**src/rtl/cache_ctrl_if.sv**
```systemverilog
// Bus bundle between the cache controller, the CPU pipeline, the cache set and memory.
`default_nettype none

interface cache_ctrl_if;
  logic        MemRead;
  logic        MemWrite;
  logic [31:0] Addr;
  logic        Hit;
  logic        Dirty;
  logic [25:0] OutTag;
  logic        MemReady;
  logic [6:0]  Ctls;
  logic        Stall;
  logic        MemReq;
  logic        MemWE;
  logic [31:0] MemAddr;

  modport master (
    input  MemRead, MemWrite, Addr, Hit, Dirty, OutTag, MemReady,
    output Ctls, Stall, MemReq, MemWE, MemAddr
  );

  modport slave (
    output MemRead, MemWrite, Addr, Hit, Dirty, OutTag, MemReady,
    input  Ctls, Stall, MemReq, MemWE, MemAddr
  );
endinterface

`default_nettype wire

```
**src/rtl/cache_ctrl.sv**
```systemverilog
// Write-back cache controller: hit check, dirty writeback burst and 4-beat refill.
// Rev 1.0
`default_nettype none

module cache_ctrl (
  input  wire logic     CLK,
  input  wire logic     Reset,
  cache_ctrl_if.master  bus
);

  typedef enum logic [1:0] {
    IDLE   = 2'd0,
    CHECK  = 2'd1,
    WB     = 2'd2,
    REFILL = 2'd3
  } state_t;

  state_t     state;
  logic [1:0] cnt;

  logic       req;
  logic       done;
  logic       wen;
  logic       set_valid;
  logic       set_dirty;
  logic [1:0] offset;
  logic       init;
  logic       offset_sw;
  logic       unused_addr_bits;

  assign req              = bus.MemRead | bus.MemWrite;
  assign done             = (state == CHECK) & bus.Hit;
  assign unused_addr_bits = ^bus.Addr[1:0];

  always_ff @(posedge CLK or negedge Reset) begin
    if (!Reset) begin
      state <= IDLE;
      cnt   <= 2'd0;
    end else begin
      case (state)
        IDLE: begin
          if (req) state <= CHECK;
        end
        CHECK: begin
          if (!req || bus.Hit) begin
            state <= IDLE;
          end else begin
            cnt   <= 2'd0;
            state <= bus.Dirty ? WB : REFILL;
          end
        end
        WB: begin
          if (bus.MemReady) begin
            cnt <= cnt + 2'd1;
            if (cnt == 2'd3) state <= REFILL;
          end
        end
        REFILL: begin
          if (bus.MemReady) begin
            cnt <= cnt + 2'd1;
            if (cnt == 2'd3) state <= CHECK;
          end
        end
        default: state <= IDLE;
      endcase
    end
  end

  always_comb begin
    wen         = 1'b0;
    set_valid   = 1'b0;
    set_dirty   = 1'b0;
    offset      = 2'd0;
    init        = 1'b0;
    offset_sw   = 1'b0;
    bus.MemReq  = 1'b0;
    bus.MemWE   = 1'b0;
    bus.MemAddr = 32'd0;
    case (state)
      // Reset gates init so Ctls reads zero while Reset is low.
      IDLE: init = req & Reset;
      CHECK: begin
        if (bus.MemWrite && bus.Hit) begin
          wen       = 1'b1;
          set_valid = 1'b1;
          set_dirty = 1'b1;
          offset    = bus.Addr[3:2];
          offset_sw = 1'b1;
        end
      end
      WB: begin
        bus.MemReq  = 1'b1;
        bus.MemWE   = 1'b1;
        offset      = cnt;
        bus.MemAddr = {bus.OutTag, bus.Addr[5:4], cnt, 2'b00};
      end
      REFILL: begin
        bus.MemReq  = 1'b1;
        offset      = cnt;
        wen         = bus.MemReady;
        set_valid   = bus.MemReady & (cnt == 2'd3);
        bus.MemAddr = {bus.Addr[31:4], cnt, 2'b00};
      end
      default: ;
    endcase
  end

  assign bus.Ctls  = {wen, set_valid, set_dirty, offset, init, offset_sw};
  assign bus.Stall = req & ~done;

endmodule

`default_nettype wire

```
**src/flat_wrapper.sv**
```systemverilog
// flat-port wrapper written by rule: the top's interface ports become plain ports
module cache_ctrl_flat 
  (CLK, Reset, bus_MemRead, bus_MemWrite, bus_Addr, bus_Hit, bus_Dirty, bus_OutTag, bus_MemReady, bus_Ctls, bus_Stall, bus_MemReq, bus_MemWE, bus_MemAddr);
  cache_ctrl_if bus_i ();
  input  wire logic CLK;
  input  wire logic Reset;
  input wire logic [$bits(bus_i.MemRead)-1:0] bus_MemRead;
  input wire logic [$bits(bus_i.MemWrite)-1:0] bus_MemWrite;
  input wire logic [$bits(bus_i.Addr)-1:0] bus_Addr;
  input wire logic [$bits(bus_i.Hit)-1:0] bus_Hit;
  input wire logic [$bits(bus_i.Dirty)-1:0] bus_Dirty;
  input wire logic [$bits(bus_i.OutTag)-1:0] bus_OutTag;
  input wire logic [$bits(bus_i.MemReady)-1:0] bus_MemReady;
  output wire logic [$bits(bus_i.Ctls)-1:0] bus_Ctls;
  output wire logic [$bits(bus_i.Stall)-1:0] bus_Stall;
  output wire logic [$bits(bus_i.MemReq)-1:0] bus_MemReq;
  output wire logic [$bits(bus_i.MemWE)-1:0] bus_MemWE;
  output wire logic [$bits(bus_i.MemAddr)-1:0] bus_MemAddr;
  assign bus_i.MemRead = bus_MemRead;
  assign bus_i.MemWrite = bus_MemWrite;
  assign bus_i.Addr = bus_Addr;
  assign bus_i.Hit = bus_Hit;
  assign bus_i.Dirty = bus_Dirty;
  assign bus_i.OutTag = bus_OutTag;
  assign bus_i.MemReady = bus_MemReady;
  assign bus_Ctls = bus_i.Ctls;
  assign bus_Stall = bus_i.Stall;
  assign bus_MemReq = bus_i.MemReq;
  assign bus_MemWE = bus_i.MemWE;
  assign bus_MemAddr = bus_i.MemAddr;
  cache_ctrl u_core (.CLK(CLK), .Reset(Reset), .bus(bus_i));
endmodule
```
**config.mk**
```make
export PLATFORM = sky130hd
export DESIGN_NAME = cache_ctrl_flat
export DESIGN_NICKNAME = d
export VERILOG_FILES = /design/src/rtl/cache_ctrl_if.sv /design/src/rtl/cache_ctrl.sv /design/src/flat_wrapper.sv
export SDC_FILE = /design/constraint.sdc
export NUM_CORES = 1
export LEC_CHECK = 0
export ABC_AREA = 1
export BUFFER_PORTS_ARGS = -buffer_cell sky130_fd_sc_hd__buf_2
export CAP_MARGIN = 30
export CORE_ASPECT_RATIO = 0.7
export CORE_MARGIN = 2
export CORE_UTILIZATION = 31
export DETAILED_ROUTE_END_ITERATION = 8
export PLACE_DENSITY_LB_ADDON = 0.12
export SETUP_SLACK_MARGIN = 0.3
export SLEW_MARGIN = 10
export SYNTH_ARGS = -nofsm -noshare
export SYNTH_HDL_FRONTEND = slang
export SYNTH_SLANG_ARGS = --single-unit
export TNS_END_PERCENT = 30
```
**constraint.sdc**
```tcl
create_clock -name CLK -period 1.6 [get_ports CLK]
set_clock_uncertainty 0.05 [all_clocks]
set_input_delay 0 -clock CLK [delete_from_list [all_inputs] [get_ports CLK]]
set_output_delay 0 -clock CLK [all_outputs]
set_load 0.005 [all_outputs]
```
==> results of run 1 <==
==> final cells by class <==
class / instances / area, um^2 / share of cell area (%)
repair buffers: 116 / 676.9 / 44.31
multi-input cells: 83 / 593.1 / 38.82
flip-flops and latches: 4 / 102.6 / 6.716
inverters: 18 / 67.56 / 4.423
clock buffers: 4 / 45.04 / 2.948
well taps: 34 / 42.54 / 2.785
==> timing repair <==
| action | in CTS | in global routing |
|---|---|---|
| buffers inserted | 7 | 0 |
| hold buffers | 1 | 0 |
| endpoints found under the setup margin | 39 | 39 |
| gates resized for setup | 4 | 9 |
| endpoints found under the hold margin | 4 | 0 |
| cloned | 0 | 3 |
| pin swaps | 1 | 3 |
==> power groups by stage <==
stage,combinational [mW],clock [mW],sequential (mW)
after detailed placement,0.824,0,0.201
final,1.01,0.228,0.195
after global routing,1.11,0.242,0.200
after CTS,0.907,0.231,0.190
after global placement,0.802,0,0.197
after floorplan,0.557,0,0.186
==> metrics by stage <==
step / total power, mW / area [um^2]
final: 1.432 / 1528
after global routing: 1.553 / 1528
after CTS: 1.328 / 1444
after detailed placement: 1.026 / 1320
after global placement: 0.9995 / 1320
after floorplan: 0.7432 / 839.6
==> path summary, 6_finish.rpt <==
kind,to,slack [ps],depth (start not counted)
max,bus_MemAddr[23],60,5
min,u_core.state[1]$_DFFE_PN0P_,90,2
max reg2reg,u_core.cnt[1]$_DFFE_PN0P_,120,8
max in group asynchronous,u_core.state[0]$_DFFE_PN0P_,1270,2
min reg2reg,u_core.cnt[1]$_DFFE_PN0P_,490,2
min in group CLK,u_core.state[0]$_DFFE_PN0P_,100,6
==> worst max-delay path, stage by stage, from the launching register on <==
cell and delay [ps]:
sky130_fd_sc_hd__dfrtp_2 430, sky130_fd_sc_hd__buf_6 140, sky130_fd_sc_hd__ha_4 210, sky130_fd_sc_hd__buf_12 150
sky130_fd_sc_hd__a22o_1 210, sky130_fd_sc_hd__buf_2 130
==> cells by family after synthesis <==
kind of cell / Yosys count / synth area share, %
AO/OA/AOI/OAI: 33 / 33.12
other: 1 / 0.4683
AND/OR/NAND/NOR: 41 / 22.66
buffers and inverters: 31 / 20.31
adder cells (fa/ha/maj): 7 / 10.94
flip-flops: 4 / 12.50
==> sequential cells by signal, indices dropped and copies added, names as in the netlist <==
name	cells
u_core.cnt	2
u_core.state	2
==> metal layers <==
layer  vias to the layer above  share of wire (%)  track usage, %
met4                         0               0.64           7.660
met2                        72                 49           31.75
met5                         -                  0               0
met3                         2                8.6           1.711
li1                        611                  -               -
met1                       552                 41           23.44
==> cell usage in the layout (no fill, tap or decap), types with 4 or more instances in the layout <==
master	instances
sky130_fd_sc_hd__inv_1	13
sky130_fd_sc_hd__nand2_1	21
sky130_fd_sc_hd__ha_1	4
sky130_fd_sc_hd__buf_4	7
sky130_fd_sc_hd__inv_2	5
sky130_fd_sc_hd__buf_2	102
sky130_fd_sc_hd__nor2_1	7
sky130_fd_sc_hd__a22o_1	26
==> results by stage, run 1 <==
Detailed routing:
- For this run, design rule violations remaining after detail routing come to 0.
- Dividing the detail-routed via count by the number of cells gives 4.776.
- Summed over all layers, the routed wires come to 3.417 mm.
- The detail route stage leaves a number of antenna-violating nets equal to 0.
- The detailed-router iteration count before antenna repair is 4.
- The average wire per cell in the routed design is 13.19 um.
- The initial DRC count is 37.
- The via total after detailed routing is 1,237.

STA:
- Setup repair after global routing could not meet its margin everywhere.
- The number of setup violations in the final report is 0.
- The summed negative setup slack over all endpoints is 0 ps.
- The max-slew violation count came to 0.
- The worst path setup slack after routing is 62.52 ps.
- Dividing the final minimum period by the clock period gives 96.09%.
- The maximum frequency from static timing analysis is 650.4 MHz.
- The final critical delay including setup and external delays is 1537 ps.
- Hold is met by 88.29 ps.
- The final count of hold timing violations is 0.

Finish:
- The repair_antennas step left the layout with diodes totalling 0.
- The count of placed standard cells in the final layout, fillers left out is 259.
- The layout-stage area growth over the synthesis result is 90.78%.
- Counting the fill cells in the layout gives 210.
- The layout cell share with drive strength beyond 1 is 60.44%.
- Cells fill 62.14% of the core in the end.
- The number of nets in the layout is 298.

Clocking:
- The longest clock path from root to sink contains 2 buffers.
- At the later pin of the worst-skew pair, clock insertion delay measures 220 ps.
- The tree is rooted in a sky130_fd_sc_hd__clkbuf_8.
- The number of sinks driven by the clock tree is 4.
- The clock slew at the register clock pins of the worst setup and hold paths is 30 ps.
- CTS built an H-tree with a depth of 1.
- The total CTS buffers is 3.
- TritonCTS built the clock tree.

Placement:
- The number of placed instances with taps included is 244.
- Timing analysis after detailed placement gives a worst setup slack of 166.4 ps.
- The congestion estimate from routability-driven global placement came to 0.9033.
- The count of buffers added on input and output ports is 102.
- After legalization and detailed placement, the total HPWL measured 2.522 mm.

Synthesis:
- In this run the mean area of a mapped cell was 6.844 um^2.
- Counting instances in the post-synthesis netlist gives the leading cell types as sky130_fd_sc_hd__a22o_1, sky130_fd_sc_hd__nand2_1, sky130_fd_sc_hd__inv_1.
- The sequential cell area fraction in the yosys report is 12.50%.
- The cell taking the most area after synthesis is sky130_fd_sc_hd__a22o_1.
- The number of different library cells in the post-synthesis netlist is 18.
- The mapped netlist covers 800.8 um^2.
- The synthesis-stage register bit count is 4.
- The number of flops mapped to enable cells by yosys is 0.
- The synthesized netlist cell count is 117.
- Among all flip-flop cells after synthesis, the most frequent one is sky130_fd_sc_hd__dfrtp_1.
- The share of synthesized area in the top cell type comes to 28.44%.
- Counting flops with an async set or reset pin after synthesis yields a share of 100.0%.
- The count of warnings emitted by yosys is 0.
- By area the synthesized netlist is led by sky130_fd_sc_hd__a22o_1, sky130_fd_sc_hd__dfrtp_1, sky130_fd_sc_hd__buf_4.
- The most common cell in the synthesized netlist is sky130_fd_sc_hd__a22o_1.

GRT:
- The number of global-route vias before repair is 988.
- The first global-routing pass estimated 4.202 mm of wire.
- The aggregate global routing overflow is 0.
- The total global routing track utilization is 18.16%.
- The largest net degree at the start of global routing is 27.
- The initial antenna violation count was 0.

Power:
- The power density over cell area is 937.3 nW/um^2.
- The fraction of power consumed by sequential logic is 13.6%.
- The worst IR drop on VDD is 0.4364 mV.
- The switching fraction of total power is 43.68%.
- The internal power summed over all cells is 0.8064 mW.
- The fraction of power consumed by combinational cells is 70.5%.
- The net switching component of the power is 0.6255 mW.
- The portion of total power attributed to the clock network is 15.9%.
- In this run the static leakage power is 0.9761 nW.

Setup path:
- Of all nets on the critical path, the largest fanout is 8.
- Data on the critical path is required at its endpoint by 1550 ps.
- Data arrives at the worst endpoint at 1490 ps.
- The worst setup path startpoint is u_core.state[1]$_DFFE_PN0P_.
- The worst setup path is of the flop to primary output kind.
- The worst reg2reg path startpoint is u_core.state[1]$_DFFE_PN0P_.
- The critical path capture point type is a primary output.
- The startpoint type of the worst setup path is a flop.

Floorplanning:
- The floorplan step defined a die boundary enclosing 3012 um^2.
- The starting density of the core is 32.57%.
- The core region is 2459 um^2.
- The cell row count is 15.
- The horizontal die dimension is 64.75 um.
- The die extent in y is 46.52 um.
- The top-level I/O count is 107.

Job:
- Max-cap violations in this run came to 0.

Worst hold path:
- In this run the worst hold path is classified as primary input to async pin.

Outcome:
- The flow ran to the end, and the final reports show no timing, DRC or antenna violations.
(Power assumes the default switching activity.)
==> inputs of run 2 (changes only) <==
--- a/config.mk
+++ b/config.mk
@@ -5,12 +5,12 @@
 export SDC_FILE = /design/constraint.sdc
 export NUM_CORES = 1
 export LEC_CHECK = 0
-export ABC_AREA = 1
+export ABC_AREA = 0
 export BUFFER_PORTS_ARGS = -buffer_cell sky130_fd_sc_hd__buf_2
 export CAP_MARGIN = 30
 export CORE_ASPECT_RATIO = 0.7
 export CORE_MARGIN = 2
-export CORE_UTILIZATION = 31
+export CORE_UTILIZATION = 30
 export DETAILED_ROUTE_END_ITERATION = 8
 export PLACE_DENSITY_LB_ADDON = 0.12
 export SETUP_SLACK_MARGIN = 0.3
@@ -18,4 +18,3 @@
 export SYNTH_ARGS = -nofsm -noshare
 export SYNTH_HDL_FRONTEND = slang
 export SYNTH_SLANG_ARGS = --single-unit
-export TNS_END_PERCENT = 30
==> run 2 against run 1 <==
  * Final area up 7.0%
  * Sequential cell count is the same
  * Critical path depth unchanged
  * Sequential share of layout area is 0.44 points lower
  * Highest routed layer is now met3
  * Final cell count is 7.7% lower
  * Sequential power about the same
  * Worst hold slack worse by 6.1 ps
  * Clock power down 41%
  * The flow now finishes with violations (negative setup slack)
  * Synthesized area is 4.7% lower
  * Utilization increased by 4.8 points
  * First-iteration DRC count grew 8.1%
  * Combinational power up 27%
==> results by stage, run 2 <==
STA:
- Summed over all failing endpoints, the final setup total negative slack is -294.0 ps.
- Setup slack on the critical path of the routed design comes to -100.2 ps.
- The worst hold-check slack is 82.16 ps.
- The final count of hold timing violations was 0.
- Setup violations remaining at the end of the flow were counted as 3.
- The max-slew violation count was 0.
- The routed design could run at a clock period as short as 1700 ps.
- Setup repair after global routing could not meet its margin everywhere.
- Dividing the final minimum period by the clock period gives 106.3%.
- For this run, the top clock speed supported by timing is 588.2 MHz.

Setup path:
- The required time at the worst-slack endpoint is 1670 ps.
- In this run the register-to-register setup slack is -100 ps.
- The worst reg2reg path startpoint is u_core.state[1]$_DFFE_PN0P_.
- By startpoint and endpoint, the worst setup path is classified as flop to flop.
- The highest fanout seen on the critical path is 4.
- Tracing the worst setup path back leads to its startpoint at u_core.state[1]$_DFFE_PN0P_.
- STA classifies the critical path endpoint as a flop.
- The number of cells on the worst reg-to-reg path is 5.
- The critical path ends at u_core.state[0]$_DFFE_PN0P_.
- The data arrival at the endpoint of the critical path is 1770 ps.
- The worst register-to-register path ends at u_core.state[0]$_DFFE_PN0P_.
- The startpoint type of the worst setup path is a flop.

Synthesis:
- The share of the synthesized area in the top cell type is 29.84%.
- The most used standard cell by instance count after synthesis is sky130_fd_sc_hd__a22o_1.
- The count of warnings emitted by yosys is 0.
- Summing every instance area after synthesis gives 763.2 um^2.
- After technology mapping, the gate count stands at 92.
- The synthesis-stage register bit count is 4.
- By area the synthesized netlist is led by sky130_fd_sc_hd__a22o_1, sky130_fd_sc_hd__dfrtp_1, sky130_fd_sc_hd__ha_1.
- The number of flops mapped to enable cells by yosys is 0.
- Ranked by instance count, the synthesized netlist is headed by sky130_fd_sc_hd__a22o_1, sky130_fd_sc_hd__buf_4, sky130_fd_sc_hd__ha_1.
- The sequential cell area fraction in the yosys report is 13.11%.
- sky130_fd_sc_hd__a22o_1 takes more of the synthesized area than any other cell.
- The number of different library cells in the post-synthesis netlist is 30.
- The mean cell area of the mapped netlist is 8.296 um^2.
- After synthesis, the share of flip-flops with an asynchronous set or reset is 100.0%.
- For this run, the leading register cell type out of synthesis is sky130_fd_sc_hd__dfrtp_1.

Placement:
- The detailed placer's ending HPWL is 2.347 mm.
- The count of buffers inserted at the top-level ports is 102.
- The post-placement cell area is 1351 um^2.
- At the end of routability-driven placement, the weighted congestion stood at 0.7667.

Detailed routing:
- Summed over all layers, the routed wires come to 3.302 mm.
- Across all layers, the routed design uses 1,160 vias.
- The detailed router finished its first iteration with 40 violations.
- The number of nets still failing antenna checks after routing is 0.
- After detailed routing, the number of vias per cell comes to 4.854.
- The average wire per cell in the routed design is 13.82 um.
- The DRC violations left is 0.
- The detailed-router iteration count before antenna repair is 3.

Clocking:
- In this run the number of H-tree levels came out at 1.
- The master cell of the clock root buffer is sky130_fd_sc_hd__clkbuf_4.
- The number of sinks driven by the clock tree is 4.
- TritonCTS built the clock tree.
- For the worst-skew pair, the clock arrives at the later sink with an insertion delay of 240 ps.
- The number of buffers on the longest clock path is 2.
- The clock slew at the register clock pins of the worst setup and hold paths is 40 ps.
- Clock tree synthesis inserted a total of 3 buffers.

Outcome:
- The checks that failed: negative setup slack.
- The flow ran to the end, but the final reports show violations.

GRT:
- The number of global-route vias before repair is 878.
- The global-route wire length before repair is 3.829 mm.
- The initial antenna violation count came to 0.
- Entering global routing, the biggest net connects 30 pins.
- Global routing consumed, over all layers together, 16.52% of the routing resources.
- For this run the aggregate overflow at the end of global routing stands at 0.

Finish:
- The final design area excluding fillers is 1634 um^2.
- In the layout the commonest cells are sky130_fd_sc_hd__buf_2, sky130_fd_sc_hd__a22o_1, sky130_fd_sc_hd__buf_6.
- In the final layout, the share of cells above drive strength 1 is 70.24%.
- Cells fill 66.97% of the core in the end.
- The final-layout fill cell count is 223.
- In the final layout, the registers with the most flip-flops are u_core.cnt (2), u_core.state (2).
- For this run, the post-layout net count is 278.
- From synthesis to final layout, the design area changed by 114.1%.
- The number of inserted diodes is 0.
- The library cell used most frequently in the layout, excluding fill and tap cells, is sky130_fd_sc_hd__buf_2.

Power:
- In this run the static leakage power is 0.9444 nW.
- The worst IR drop on VDD is 0.5961 mV.
- The total design power is 1.608 mW.
- Dividing total power by cell area gives a power density of 983.9 nW/um^2.

Floorplanning:
- The floorplan has 15 rows.
- In this run the vertical extent of the chip is 46.20 um.
- The horizontal die dimension is 64.29 um.
- The area of the die is 2970 um^2.
- The area of the core is 2440 um^2.
- The starting density of the core is 31.28%.
- In this run the count of I/O pins placed on the die edge is 107.

Job:
- The tool flagged a number of max-cap violations equal to 0.

Worst hold path:
- The path class of the tightest hold or removal check is primary input to async pin.
[run 2: report_power, final]
group,total (mW),internal (mW),switching [mW]
Sequential,0.196,0.138,0.0576
Clock,0.135,0.0935,0.0412
Combinational,1.28,0.751,0.526
[run 2: through the flow]
stage	std cells	setup WS, ps
after floorplan	93	-45.49
after global placement	226	-50.18
after detailed placement	226	-84.53
after CTS	232	-90.64
after global routing	239	-144.7
final	239	-100.2
[run 2: how the worst min path moves through the flow]
stage,startpoint,to
final,Reset,u_core.state[1]$_DFFE_PN0P_
after global routing,Reset,u_core.state[0]$_DFFE_PN0P_
after CTS,Reset,u_core.state[0]$_DFFE_PN0P_
after detailed placement,Reset,u_core.cnt[1]$_DFFE_PN0P_
after global placement,Reset,u_core.cnt[0]$_DFFE_PN0P_
after floorplan,Reset,u_core.cnt[0]$_DFFE_PN0P_
[run 2: cell families (layout without fill, tap and decap cells)]
logic type / after synthesis / count (layout) / share of synthesized area [%]
other: 1 / 2 / 0.4913
adders and majority gates: 7 / 7 / 11.47
buffers and inverters: 20 / 132 / 13.93
AOI/OAI and AO/OA: 43 / 43 / 47.21
and+or+nand+nor: 15 / 15 / 10.82
DFF: 4 / 4 / 13.12
muxes: 2 / 2 / 2.951
[run 2: layer usage]
layer  track usage (%)  wire length (um)  up-vias
met5                 0                 0        -
met4             1.277                 0        0
met3             5.623               239        0
met2             30.42              1648       52
met1             19.86              1414      539
li1                  -                 -      569
[run 2: layout make-up]
cell class / instances / area (um^2) / share of cell area [%]
clock buffers: 4 / 26.28 / 1.608
inverters: 6 / 27.53 / 1.685
repair buffers: 122 / 782.0 / 47.86
multi-input cells: 69 / 653.1 / 39.97
flip-flops and latches: 4 / 102.6 / 6.279
well taps: 34 / 42.54 / 2.603
[run 2: critical path: stages (launching register included)]
cell and delay [ps]:
sky130_fd_sc_hd__dfrtp_2 460, sky130_fd_sc_hd__inv_4 110, sky130_fd_sc_hd__ha_2 180, sky130_fd_sc_hd__or3b_4 380, sky130_fd_sc_hd__nand3_2 80, sky130_fd_sc_hd__mux2_2 320
[run 2: repair_timing]
item / 4_1_cts / 5_1_grt
pin swaps: 3 / 8
buffers inserted: 1 / 2
gates resized for setup: 9 / 19
hold buffers: 1 / 0
setup endpoints to repair: 38 / 39
cloned: 0 / 5
hold endpoints to repair: 4 / 0
